## config.mk

```make
export PLATFORM = sky130hd
export DESIGN_NAME = sa_feed_ctrl
export DESIGN_NICKNAME = d
export VERILOG_FILES = /design/src/rtl/sa_pkg.sv /design/src/rtl/sa_skew_mux.sv /design/src/rtl/sa_feed_ctrl.sv
export SDC_FILE = /design/constraint.sdc
export NUM_CORES = 1
export LEC_CHECK = 0
export ABC_AREA = 1
export ABC_CLOCK_PERIOD_IN_PS = 2400
export CAP_MARGIN = 5
export CORE_UTILIZATION = 30
export CTS_BUF_LIST = sky130_fd_sc_hd__clkbuf_2 sky130_fd_sc_hd__clkbuf_4 sky130_fd_sc_hd__clkbuf_8
export CTS_CLUSTER_DIAMETER = 30
export DETAILED_ROUTE_END_ITERATION = 16
export GPL_TIMING_DRIVEN = 0
export SKIP_LAST_GASP = 1
export SLEW_MARGIN = 15
export SYNTH_ARGS = -nofsm -noshare
export SYNTH_HDL_FRONTEND = slang
export SYNTH_SLANG_ARGS = --single-unit
```

## constraint.sdc

```tcl
create_clock -name clk -period 2.4 [get_ports clk]
set_input_delay 0.72 -clock clk [delete_from_list [all_inputs] [get_ports clk]]
set_output_delay 0.72 -clock clk [all_outputs]
set_load 0.01 [all_outputs]
```

## src/rtl/sa_pkg.sv

```systemverilog
// Shared types and helpers for the systolic-array feed controller.
//   elem_t      : one operand element (default width)
//   state_t     : controller state encoding
//   feed_cycles : number of FEED cycles for a W x L array with inner dim K
package sa_pkg;

  localparam int unsigned SA_DATA_WIDTH = 8;

  typedef logic [SA_DATA_WIDTH-1:0] elem_t;

  typedef enum logic [2:0] {
    IDLE,
    LOAD,
    FEED,
    DRAIN,
    DONE
  } state_t;

  // Last operand enters PE(W-1,L-1) after K + (W-1) + (L-1) edge cycles.
  function automatic int unsigned feed_cycles(input int unsigned w,
                                              input int unsigned l,
                                              input int unsigned k);
    return k + w + l - 2;
  endfunction

endpackage

```

## src/rtl/sa_skew_mux.sv

```systemverilog
// Combinational diagonal-skew selector.
// Given feed step t_i and the latched A/B matrices, produces the operands
// each array edge should see at step t_i:
//   a_edge_o[i] = A[i][t-i] when 0 <= t-i < K, else 0
//   b_edge_o[j] = B[t-j][j] when 0 <= t-j < K, else 0
// Ports:
//   t_i      : feed step index
//   a_mat_i  : latched A, [0:W-1][0:K-1] elements
//   b_mat_i  : latched B, [0:K-1][0:L-1] elements
//   a_edge_o : left-edge operands per PE row
//   b_edge_o : top-edge operands per PE column
module sa_skew_mux #(
  parameter int unsigned DATA_WIDTH = 8,
  parameter int unsigned ARRAY_W    = 4,
  parameter int unsigned ARRAY_L    = 4,
  parameter int unsigned ARRAY_K    = 4,
  parameter int unsigned TW         = 4
) (
  input  logic [TW-1:0]                                  t_i,
  input  logic [0:ARRAY_W-1][0:ARRAY_K-1][DATA_WIDTH-1:0] a_mat_i,
  input  logic [0:ARRAY_K-1][0:ARRAY_L-1][DATA_WIDTH-1:0] b_mat_i,
  output logic [0:ARRAY_W-1][DATA_WIDTH-1:0]              a_edge_o,
  output logic [0:ARRAY_L-1][DATA_WIDTH-1:0]              b_edge_o
);

  // Matching t == row + k avoids computing a possibly negative index.
  always_comb begin
    a_edge_o = '0;
    b_edge_o = '0;
    for (int unsigned i = 0; i < ARRAY_W; i++) begin
      for (int unsigned k = 0; k < ARRAY_K; k++) begin
        if (32'(t_i) == i + k) a_edge_o[i] = a_mat_i[i][k];
      end
    end
    for (int unsigned j = 0; j < ARRAY_L; j++) begin
      for (int unsigned k = 0; k < ARRAY_K; k++) begin
        if (32'(t_i) == j + k) b_edge_o[j] = b_mat_i[k][j];
      end
    end
  end

endmodule

```

## src/rtl/sa_feed_ctrl.sv

```systemverilog
// Systolic-array feed controller: sequences one C = A x B job.
// Latches A/B on start, clears PE accumulators (LOAD), streams skewed
// operands into the array edges (FEED), waits for the last PE (DRAIN),
// then pulses done (DONE). All outputs are registered.
// Ports:
//   clk, reset  : clock, synchronous active-high reset
//   start       : job request, accepted in IDLE or DONE only
//   a_mat/b_mat : operand matrices, sampled on the accept cycle
//   a_edge      : left-edge operand per PE row
//   b_edge      : top-edge operand per PE column
//   edge_valid  : high during FEED
//   pe_clear    : one-cycle accumulator clear (LOAD)
//   busy        : high LOAD through DONE
//   done        : one-cycle completion pulse
module sa_feed_ctrl
  import sa_pkg::*;
#(
  parameter int unsigned DATA_WIDTH = SA_DATA_WIDTH,
  parameter int unsigned ARRAY_W    = 4,
  parameter int unsigned ARRAY_L    = 4,
  parameter int unsigned ARRAY_K    = 4,
  parameter int unsigned PE_LATENCY = 1
) (
  input  logic                                            clk,
  input  logic                                            reset,
  input  logic                                            start,
  input  logic [0:ARRAY_W-1][0:ARRAY_K-1][DATA_WIDTH-1:0] a_mat,
  input  logic [0:ARRAY_K-1][0:ARRAY_L-1][DATA_WIDTH-1:0] b_mat,
  output logic [0:ARRAY_W-1][DATA_WIDTH-1:0]              a_edge,
  output logic [0:ARRAY_L-1][DATA_WIDTH-1:0]              b_edge,
  output logic                                            edge_valid,
  output logic                                            pe_clear,
  output logic                                            busy,
  output logic                                            done
);

  localparam int unsigned C  = feed_cycles(ARRAY_W, ARRAY_L, ARRAY_K);
  localparam int unsigned CW = $clog2(C + PE_LATENCY + 1);

  state_t                                          state_q;
  logic [CW-1:0]                                   cnt_q;
  logic [0:ARRAY_W-1][0:ARRAY_K-1][DATA_WIDTH-1:0] a_q;
  logic [0:ARRAY_K-1][0:ARRAY_L-1][DATA_WIDTH-1:0] b_q;
  logic [0:ARRAY_W-1][DATA_WIDTH-1:0]              a_edge_q;
  logic [0:ARRAY_L-1][DATA_WIDTH-1:0]              b_edge_q;
  logic                                            edge_valid_q;
  logic                                            pe_clear_q;
  logic                                            busy_q;
  logic                                            done_q;

  logic [CW-1:0]                                   t_d;
  logic [0:ARRAY_W-1][DATA_WIDTH-1:0]              a_edge_d;
  logic [0:ARRAY_L-1][DATA_WIDTH-1:0]              b_edge_d;

  // Edges are registered, so the mux looks one step ahead of the
  // displayed feed index: step 0 on LOAD, cnt_q+1 during FEED.
  always_comb begin
    t_d = '0;
    if (state_q == FEED) t_d = cnt_q + CW'(1);
  end

  sa_skew_mux #(
    .DATA_WIDTH (DATA_WIDTH),
    .ARRAY_W    (ARRAY_W),
    .ARRAY_L    (ARRAY_L),
    .ARRAY_K    (ARRAY_K),
    .TW         (CW)
  ) u_skew (
    .t_i      (t_d),
    .a_mat_i  (a_q),
    .b_mat_i  (b_q),
    .a_edge_o (a_edge_d),
    .b_edge_o (b_edge_d)
  );

  always_ff @(posedge clk) begin
    if (reset) begin
      state_q      <= IDLE;
      cnt_q        <= '0;
      a_q          <= '0;
      b_q          <= '0;
      a_edge_q     <= '0;
      b_edge_q     <= '0;
      edge_valid_q <= 1'b0;
      pe_clear_q   <= 1'b0;
      busy_q       <= 1'b0;
      done_q       <= 1'b0;
    end else begin
      a_edge_q     <= '0;
      b_edge_q     <= '0;
      edge_valid_q <= 1'b0;
      pe_clear_q   <= 1'b0;
      done_q       <= 1'b0;
      case (state_q)
        IDLE: begin
          if (start) begin
            a_q        <= a_mat;
            b_q        <= b_mat;
            state_q    <= LOAD;
            pe_clear_q <= 1'b1;
            busy_q     <= 1'b1;
          end
        end
        LOAD: begin
          state_q      <= FEED;
          cnt_q        <= '0;
          a_edge_q     <= a_edge_d;
          b_edge_q     <= b_edge_d;
          edge_valid_q <= 1'b1;
        end
        FEED: begin
          if (32'(cnt_q) + 1 == C) begin
            cnt_q <= '0;
            if (PE_LATENCY == 0) begin
              state_q <= DONE;
              done_q  <= 1'b1;
            end else begin
              state_q <= DRAIN;
            end
          end else begin
            cnt_q        <= cnt_q + CW'(1);
            a_edge_q     <= a_edge_d;
            b_edge_q     <= b_edge_d;
            edge_valid_q <= 1'b1;
          end
        end
        DRAIN: begin
          if (32'(cnt_q) + 1 == PE_LATENCY) begin
            cnt_q   <= '0;
            state_q <= DONE;
            done_q  <= 1'b1;
          end else begin
            cnt_q <= cnt_q + CW'(1);
          end
        end
        DONE: begin
          if (start) begin
            a_q        <= a_mat;
            b_q        <= b_mat;
            state_q    <= LOAD;
            pe_clear_q <= 1'b1;
          end else begin
            state_q <= IDLE;
            busy_q  <= 1'b0;
          end
        end
        default: begin
          state_q <= IDLE;
          busy_q  <= 1'b0;
        end
      endcase
    end
  end

  assign a_edge     = a_edge_q;
  assign b_edge     = b_edge_q;
  assign edge_valid = edge_valid_q;
  assign pe_clear   = pe_clear_q;
  assign busy       = busy_q;
  assign done       = done_q;

endmodule
```

---- Yosys cells after proc, flatten, opt, wreduce, memory -nomap -nowiden ----
Cells that the tools add are included.
storage, ports and cells
  register bits after elaboration ......... 331
  latch bits .............................. 0
  RAM bits ................................ 0
  ROM bits ................................ 0
  word-level logic and storage cells ...... 129
  memories ................................ 0
cells by class
  add/subtract/negate cells ............... 2
  $mul .................................... 0
  div/mod/pow operators ................... 0
  order comparisons ....................... 0
  equality and inequality tests ........... 16
  shifts and indexed selects .............. 0
  muxes and demuxes ....................... 52
  bitwise operators ....................... 3
  reduce and logical (&&, ||, !) cells .... 10
operators by type and width
  kind                                                                     count
  8-bit two-way mux                                                        32
  32-bit case mux with 2 select lines                                      2
  32-bit two-way mux                                                       2
  32-bit by 4-bit equality test with 1-bit output (second input constant)  1
  3-bit case mux with 5 select lines                                       1
  4-bit by 3-bit equality test with 1-bit output (second input constant)   3
  4-bit two-way mux                                                        3
  4-bit case mux with 3 select lines                                       1
  3-bit two-way mux                                                        3
  4-bit by 2-bit equality test with 1-bit output (second input constant)   2
  3-bit by 2-bit equality test with 1-bit output (second input constant)   2
  1-bit two-way mux                                                        6
  2-bit != test (second input constant)                                    3
  3-bit AND reduction                                                      2
  2-bit OR reduction                                                       3
  4-bit by 1-bit adder with 5-bit output (second input constant)           1
  5-bit by 1-bit equality test with 1-bit output (second input constant)   1
  4-bit by 1-bit adder with 4-bit output (second input constant)           1
  4-bit by 1-bit equality test with 1-bit output (second input constant)   1
  4-bit zero test                                                          1
  3-bit by 1-bit equality test with 1-bit output (second input constant)   1
  3-bit equality test (second input constant)                              1
  3-bit zero test                                                          1
  1-bit NOT                                                                3
  6 further kinds                                                          6

---- Depth between registers and ports, before layout ----
Gate-level depths: netlist of run 1.
  depth in word-level cells ............... 9
  mapped depth ............................ 12
  mapped depth without buffers ............ 10

---- Modules after synthesis ----
From an unflattened synthesis of run 1, not the netlist that was laid out.
second synthesis, totals
  cell total of the unflattened synthesis .. 1783
  area, all modules ....................... 13549.2 µm²
modules (own cells, without submodules)
  module        instances  cells an instance  area each (µm²)
  sa_feed_ctrl  1          1402               11561.1
  sa_skew_mux   1          381                1988.2

---- Worst setup path before layout of run 1 ----
OpenSTA, ideal clock, no wires.
  path kind ............................... reg-to-reg
  start point ............................. register cnt_q[0]
  end point ............................... register a_edge_q, in the netlist a_edge[8]
  library setup time ...................... 0.064 ns
  data arrival time ....................... 1.738 ns
  setup slack ............................. 0.598 ns
  cell stages (with the launch flop) ...... 11
  path buffers ............................ 2
  period minus slack after synthesis ...... 1.802 ns
  path through ............................ dfxtp_1 > inv_2 > ha_1 > nand3_1 > nor2_1 > buf_2 > buf_2 > nand4_1 > nand2_1 > nor2_1 > nor2_1
between the ends
  longest elaborated chain between the ends .. 9
RTL lines
  item                                            line                 RTL
  start, declared                                 sa_feed_ctrl.sv:41   logic [CW-1:0] cnt_q;
  start signal, assigned                          sa_feed_ctrl.sv:121  cnt_q <= cnt_q + CW'(1);
  start signal, assigned                          sa_feed_ctrl.sv:133  cnt_q <= cnt_q + CW'(1);
  4-bit by 1-bit adder with 4-bit output          sa_feed_ctrl.sv:59   if (state_q == FEED) t_d = cnt_q + CW'(1);
  4-bit two-way mux                               sa_feed_ctrl.sv:59
  4-bit by 2-bit equality test with 1-bit output  sa_skew_mux.sv:32    if (32'(t_i) == i + k) a_edge_o[i] = a_mat_i[i][k];
  8-bit two-way mux (4 in a row)                  sa_skew_mux.sv:32
  32-bit two-way mux                              sa_feed_ctrl.sv:112  if (32'(cnt_q) + 1 == C) begin
  32-bit case mux with 2 select lines *           sa_feed_ctrl.sv:94   case (state_q)
  end signal, assigned                            sa_feed_ctrl.sv:107  a_edge_q <= a_edge_d;
  end signal, assigned                            sa_feed_ctrl.sv:122  a_edge_q <= a_edge_d;
  end, declared                                   sa_feed_ctrl.sv:44   logic [0:ARRAY_W-1][DATA_WIDTH-1:0] a_edge_q;
Every way passes the cells marked *; elsewhere a longest branch is shown, timed or not.
A chain may end at the register's enable or synchronous reset.

---- Worst setup path in the final report of run 1 ----
  start point ............................. register b_edge_q, in the netlist b_edge[1]
  end point ............................... output b_edge[1] (netlist name)
RTL lines
  item                    line                 RTL
  start, declared         sa_feed_ctrl.sv:45   logic [0:ARRAY_L-1][DATA_WIDTH-1:0] b_edge_q;
  start signal, assigned  sa_feed_ctrl.sv:108  b_edge_q <= b_edge_d;
  start signal, assigned  sa_feed_ctrl.sv:123  b_edge_q <= b_edge_d;
  end, declared           sa_feed_ctrl.sv:30   output logic [0:ARRAY_L-1][DATA_WIDTH-1:0] b_edge,
No word-level cell between the ends.

==> results.json, run 1 <==
{
  "status": "completed",
  "instances_no_fill": 2995,
  "worstPathRequired_ns": 1.68,
  "cts_buffers": 78,
  "vdd_drop_max_uv": 416,
  "arrival_ns": 1.63,
  "synth_seq_area_share_pct": 47.5,
  "cts.clk_slew.worst_paths_ns": 0.06,
  "slew_headroom_pct": 33.3,
  "gr-total-overflow": 0,
  "wl_per_cell_um": 20.1,
  "drive_gt1_share_pct": 10.7,
  "critPathMaxFanout": 1,
  "die_area_um2": 47400,
  "setup_viol": 0,
  "fin_nets": 2595,
  "die_y_um": 218,
  "clockBufferDepth": 3,
  "critical_path_class": "flop to output port",
  "cts_max_level": 3,
  "maxCapViolations": 0,
  "yosysWarnings": 0,
  "synth-seq-cells": 331,
  "yosysUniqueCellTypes": 26,
  "end_kind": "output port",
  "antenna_found_initial": 3,
  "placed_area_um2": 17900,
  "clock_latency_ns": 0.67,
  "grt_pass1_vias": 14500,
  "fp.dieW_um": 218,
  "syn_avg_cell_area_um2": 7.23,
  "io_buffers": 325,
  "syn_to_final_growth_pct": 42.7,
  "drt-total-wl_um": 60100,
  "vias": 15000,
  "grt_pass1_wl_um": 87300,
  "finalCritPeriodShare_pct": 98.1,
  "rsz0062_at_grt": "false",
  "stdcell_area_um2": 19900,
  "drc": 0,
  "rr_worst_depth": 10,
  "grt.total_usage_pct": 24.9,
  "cts-hold-fix-buffers": 0,
  "root_buffer": "clkbuf_8",
  "power_density_nw_per_um2": 1060,
  "numPlacedInstances": 2853,
  "hold_class": "input pin to flop",
  "cpMaxStageDelayCell": "clkdlybuf4s50_1",
  "initial_core_util_pct": 30.6,
  "hold_violations": 0,
  "core_um2": 45600,
  "synth_nets": 2190,
  "routed_via_density": 5.02,
  "antenna_left": 0,
  "leakage_nw": 7.95,
  "syn_area_um2": 13900,
  "drv_slew": 0,
  "finish.utilization_pct": 43.7,
  "drtIter0Drc": 1137,
  "firstDrtPassIters": 6,
  "whs_path_depth": 2,
  "tightest_slew_ns": 1.00,
  "cts_tree": "yes",
  "min_period_ns": 2.35,
  "path_cells": "clkdlybuf4s50_1",
  "fmax_ghz": 0.425,
  "power_mw": 21.1,
  "post-place-ws_ns": -0.450,
  "critPathBufInv": 1,
  "synth_cells": 1928,
  "layout_setup_ws_ns": 0.0463,
  "grt_max_degree": 13,
  "place_congestion": 0.902,
  "worst-path-stages": 1,
  "io_pins": 327,
  "finClkSkew_ns": 0.0500,
  "critPathLaunchType": "flop",
  "dp_hpwl_um": 46800,
  "crit_family": "buffers and inverters",
  "rows": 78,
  "cts_sinks": 331,
  "max_stage_delay_ns": 0.58
}
## report_power, final
part           switching (mW)  internal [mW]  total, mW
Combinational            3.75           1.95       5.70
Sequential              0.709           6.87       7.58
Clock                    2.98           4.88       7.85
Total                    7.44           13.7       21.1
## per-layer routing
layer	track usage (%)	part of all wire, %
met5	0	0.032
met2	40.2	46
met3	4.42	6.7
met1	32.4	43
met4	10.5	3.5
## kinds of logic (layout without fill, tap and decap cells)
kind of cell | count (synthesis) | count (layout) | share of synthesized area, %
adders and majority gates | 3 | 3 | 0.269
other | 0 | 1 | 0
DFF | 331 | 331 | 47.5
buffers and inverters | 273 | 739 | 8.42
AOI/OAI and AO/OA | 363 | 363 | 13.1
and+or+nand+nor | 958 | 958 | 30.7
## Yosys cell counts (all sizes together)
cell type / n / area, µm²
a21oi: 83 / 419
a31oi: 3 / 18.8
buf: 99 / 521
clkbuf: 78 / 293
clkinv: 2 / 7.51
dfxtp: 331 / 6630
ha: 3 / 37.5
inv: 94 / 353
nand2: 203 / 785
nand3: 14 / 85.1
nand3b: 1 / 7.51
nand4: 242 / 1510
nor2: 496 / 1880
nor3: 2 / 10.0
o211ai: 1 / 7.51
o21ai: 276 / 1390
## area by class of cell
type / count / area, µm²
buffer: 177 / 855
clock buffer: 93 / 1220
timing repair buffer: 325 / 3250
fill: 4604 / 25700
tap: 600 / 751
sequential: 331 / 6630
inverter: 96 / 360
clock inverter: 48 / 659
antenna: 1 / 2.50
multi-input combinational: 1324 / 6160
## cells in the final DEF, fill, tap and decap left out, types with 2 or more instances in the layout
| master | count |
|---|---|
| inv_1 | 92 |
| nand3_2 | 3 |
| clkinv_1 | 2 |
| inv_2 | 2 |
| a21oi_1 | 82 |
| nand4_1 | 242 |
| a31oi_1 | 3 |
| clkbuf_1 | 71 |
| clkbuf_2 | 7 |
| buf_6 | 6 |
| buf_2 | 61 |
| nor2_1 | 488 |
| clkinv_8 | 2 |
| nand2_1 | 196 |
| ha_1 | 2 |
| bufinv_16 | 13 |
| clkinv_2 | 12 |
| nand3_1 | 11 |
| clkinv_4 | 4 |
| o21ai_0 | 275 |
| nor3_1 | 2 |
| clkbuf_4 | 17 |
| dfxtp_1 | 329 |
| clkinvlp_4 | 14 |
| buf_4 | 8 |
| nor2_2 | 6 |
| clkbuf_8 | 84 |
| clkdlybuf4s50_1 | 325 |
| nor2_4 | 2 |
| buf_1 | 16 |
| nand2_2 | 6 |
## registers in the layout, indices dropped and copies added, names as in the netlist
name,count
a_edge,32
a_q,128
b_edge,32
b_q,128
busy,1
cnt_q,4
done,1
edge_valid,1
pe_clear,1
state_q,3
## repair_timing
item | CTS | global route
setup endpoints to repair | 58 | 62
gates resized for setup | 12 | 21
setup buffers | 0 | 0
## worst reg2reg max path: cells and delay by family (launching register included)
family | cells | cell delay, ns
and+or+nand+nor | 6 | 0.80
adders and majority gates | 1 | 0.40
buffers and inverters | 3 | 0.60
DFF | 1 | 0.41
## worst paths after layout
check | startpoint | to | slack [ns]
worst max-delay path | b_edge[1]$_SDFF_PP0_ | b_edge[1] | 0.05
worst min-delay path | reset | pe_clear$_SDFF_PP0_ | 0.37
worst max register to register | cnt_q[0]$_SDFFE_PP0P_ | b_edge[23]$_SDFF_PP0_ | 0.11
worst min register to register | b_q[37]$_SDFFE_PP0P_ | b_q[37]$_SDFFE_PP0P_ | 0.45
## through the flow
stage               hold slack [ns]  TNS (ns)
floorplan                     0.425         0
global placement              0.434    -87.32
detailed placement            0.442    -89.59
CTS                           0.339         0
global route                  0.384         0
finish                        0.366         0
(Power assumes the default switching activity.)
==> inputs of run 2 (changes only) <==
Settings changed: SETUP_SLACK_MARGIN from default to 0.1.
==> run 2 against run 1 <==
Net effect:
- maximum frequency is 3.7% higher
- clock skew is essentially flat
- highest routed layer unchanged
- worst hold slack better by 0.0044 ns
- via count increased by 0.11%
==> results.json, run 2 (synthesized netlist as in run 1, its figures left out) <==
{
  "gr-max-usage-layer": "met2",
  "placed_area_um2": 17900,
  "grt_use_met1_pct": 32.4,
  "cts_tree": "yes",
  "top_regs": "a_q (128), b_q (128)",
  "grt_pass1_vias": 14500,
  "vdd_drop_max_uv": 413,
  "layout_commonest_cell": "nor2_1",
  "cpMaxStageDelayCell": "clkdlybuf4s50_1",
  "tightest_slew_ns": 1.05,
  "drc": 0,
  "fmax_ghz": 0.440,
  "wl_per_cell_um": 20.1,
  "drt-total-wl_um": 60100,
  "gr-total-overflow": 0,
  "io_buffers": 325,
  "core_um2": 45600,
  "critPathLaunch": "a_edge[29]$_SDFF_PP0_",
  "reg2reg_from": "cnt_q[0]$_SDFFE_PP0P_",
  "fin_nets": 2595,
  "grt_pass1_wl_um": 87200,
  "worstPathRequired_ns": 1.68,
  "met3_usage_pct": 4.42,
  "critPathLaunchType": "flop",
  "min_from": "reset",
  "cts_sinks": 331,
  "status": "completed",
  "initial_core_util_pct": 30.6,
  "syn_to_final_growth_pct": 43.1,
  "whs_ns": 0.371,
  "rows": 78,
  "critical_path_class": "flop to output port",
  "root_buffer": "clkbuf_8",
  "critPathMaxFanout": 1,
  "drtIter0Drc": 1223,
  "path_cells": "clkdlybuf4s50_1",
  "post-place-ws_ns": -0.450,
  "power_density_nw_per_um2": 1060,
  "maxCapViolations": 0,
  "antenna_found_initial": 3,
  "cts.clk_slew.worst_paths_ns": 0.05,
  "antenna_left": 0,
  "slew_headroom_pct": 30.2,
  "hold_violations": 0,
  "mostFrequentLayoutCells": "481 x nor2_1, 329 x dfxtp_1, 311 x clkdlybuf4s50_1",
  "cts_setup_buffers": 0,
  "grt_max_degree": 13,
  "setup_viol": 0,
  "grt.total_usage_pct": 24.8,
  "rsz0062_at_grt": "true",
  "fp.dieW_um": 218,
  "clockBufferDepth": 3,
  "drv_slew": 0,
  "clock_latency_ns": 0.67,
  "cts-hold-fix-buffers": 0,
  "finClkSkew_ns": 0.0498,
  "firstDrtPassIters": 6,
  "dp_hpwl_um": 46800,
  "hold_class": "input pin to flop",
  "drive_gt1_share_pct": 11.2,
  "io_pins": 327,
  "finish.utilization_pct": 43.8,
  "layout_setup_ws_ns": 0.130,
  "vias": 15100,
  "cts_buffers": 78,
  "place_congestion": 0.902,
  "min_period_ns": 2.27,
  "fill_cells": 4598,
  "end_kind": "output port",
  "arrival_ns": 1.55,
  "routed_via_density": 5.03,
  "max_stage_delay_ns": 0.55,
  "finalCritPeriodShare_pct": 94.6,
  "die_area_um2": 47400,
  "grtUsageMet2_pct": 40.1,
  "fin_setup_tns_ns": 0,
  "leakage_nw": 8.05,
  "die_y_um": 218,
  "cts_max_level": 3,
  "stdcell_area_um2": 20000,
  "crit_family": "buffers and inverters",
  "critPathBufInv": 1
}
run 2: repair_timing:
action	CTS	global route
resized for setup	39	33
endpoints found under the setup margin	77	76
cloned	0	0
run 2: path summary, 6_finish.rpt:
check                                        endpoint  cells past startpoint  slack (ns)
worst max-delay path                       a_edge[29]                      1        0.13
worst min register to register   b_q[37]$_SDFFE_PP0P_                      2        0.45
worst max register to register  b_edge[30]$_SDFF_PP0_                      9        0.14
worst min-delay path              pe_clear$_SDFF_PP0_                      2        0.37
run 2: area by class of cell:
cell class	count	area, µm²	share of cell area (%)
Clock buffer	93	1220	6.13
Multi-Input combinational cell	1324	6200	31.1
Antenna cell	1	2.50	0.0125
Sequential cell	331	6630	33.2
Inverter	96	360	1.81
Timing Repair Buffer	325	3240	16.2
Clock inverter	48	659	3.30
Tap cell	600	751	3.76
Buffer	177	891	4.46
run 2: stage by stage:
stage / std cells / power [mW]
2_1_floorplan: 1928 / 10.9
3_5_place_dp: 2853 / 13.3
5_1_grt: 2994 / 22.3
3_3_place_gp: 2853 / 13.1
4_1_cts: 2994 / 21.1
6_report: 2995 / 21.1
run 2: metal layers:
| layer | part of all wire, % | routed length, µm | vias to the layer above |
|---|---|---|---|
| li1 | - | - | 7309 |
| met1 | 44 | 26200 | 7014 |
| met2 | 46 | 27800 | 615 |
| met3 | 6.5 | 3910 | 114 |
| met4 | 3.6 | 2180 | 2 |
| met5 | 0.032 | 19 | - |
run 2: report_power, final:
part	internal (mW)	switching, mW
Clock	4.88	2.97
Combinational	1.95	3.77
Sequential	6.87	0.711
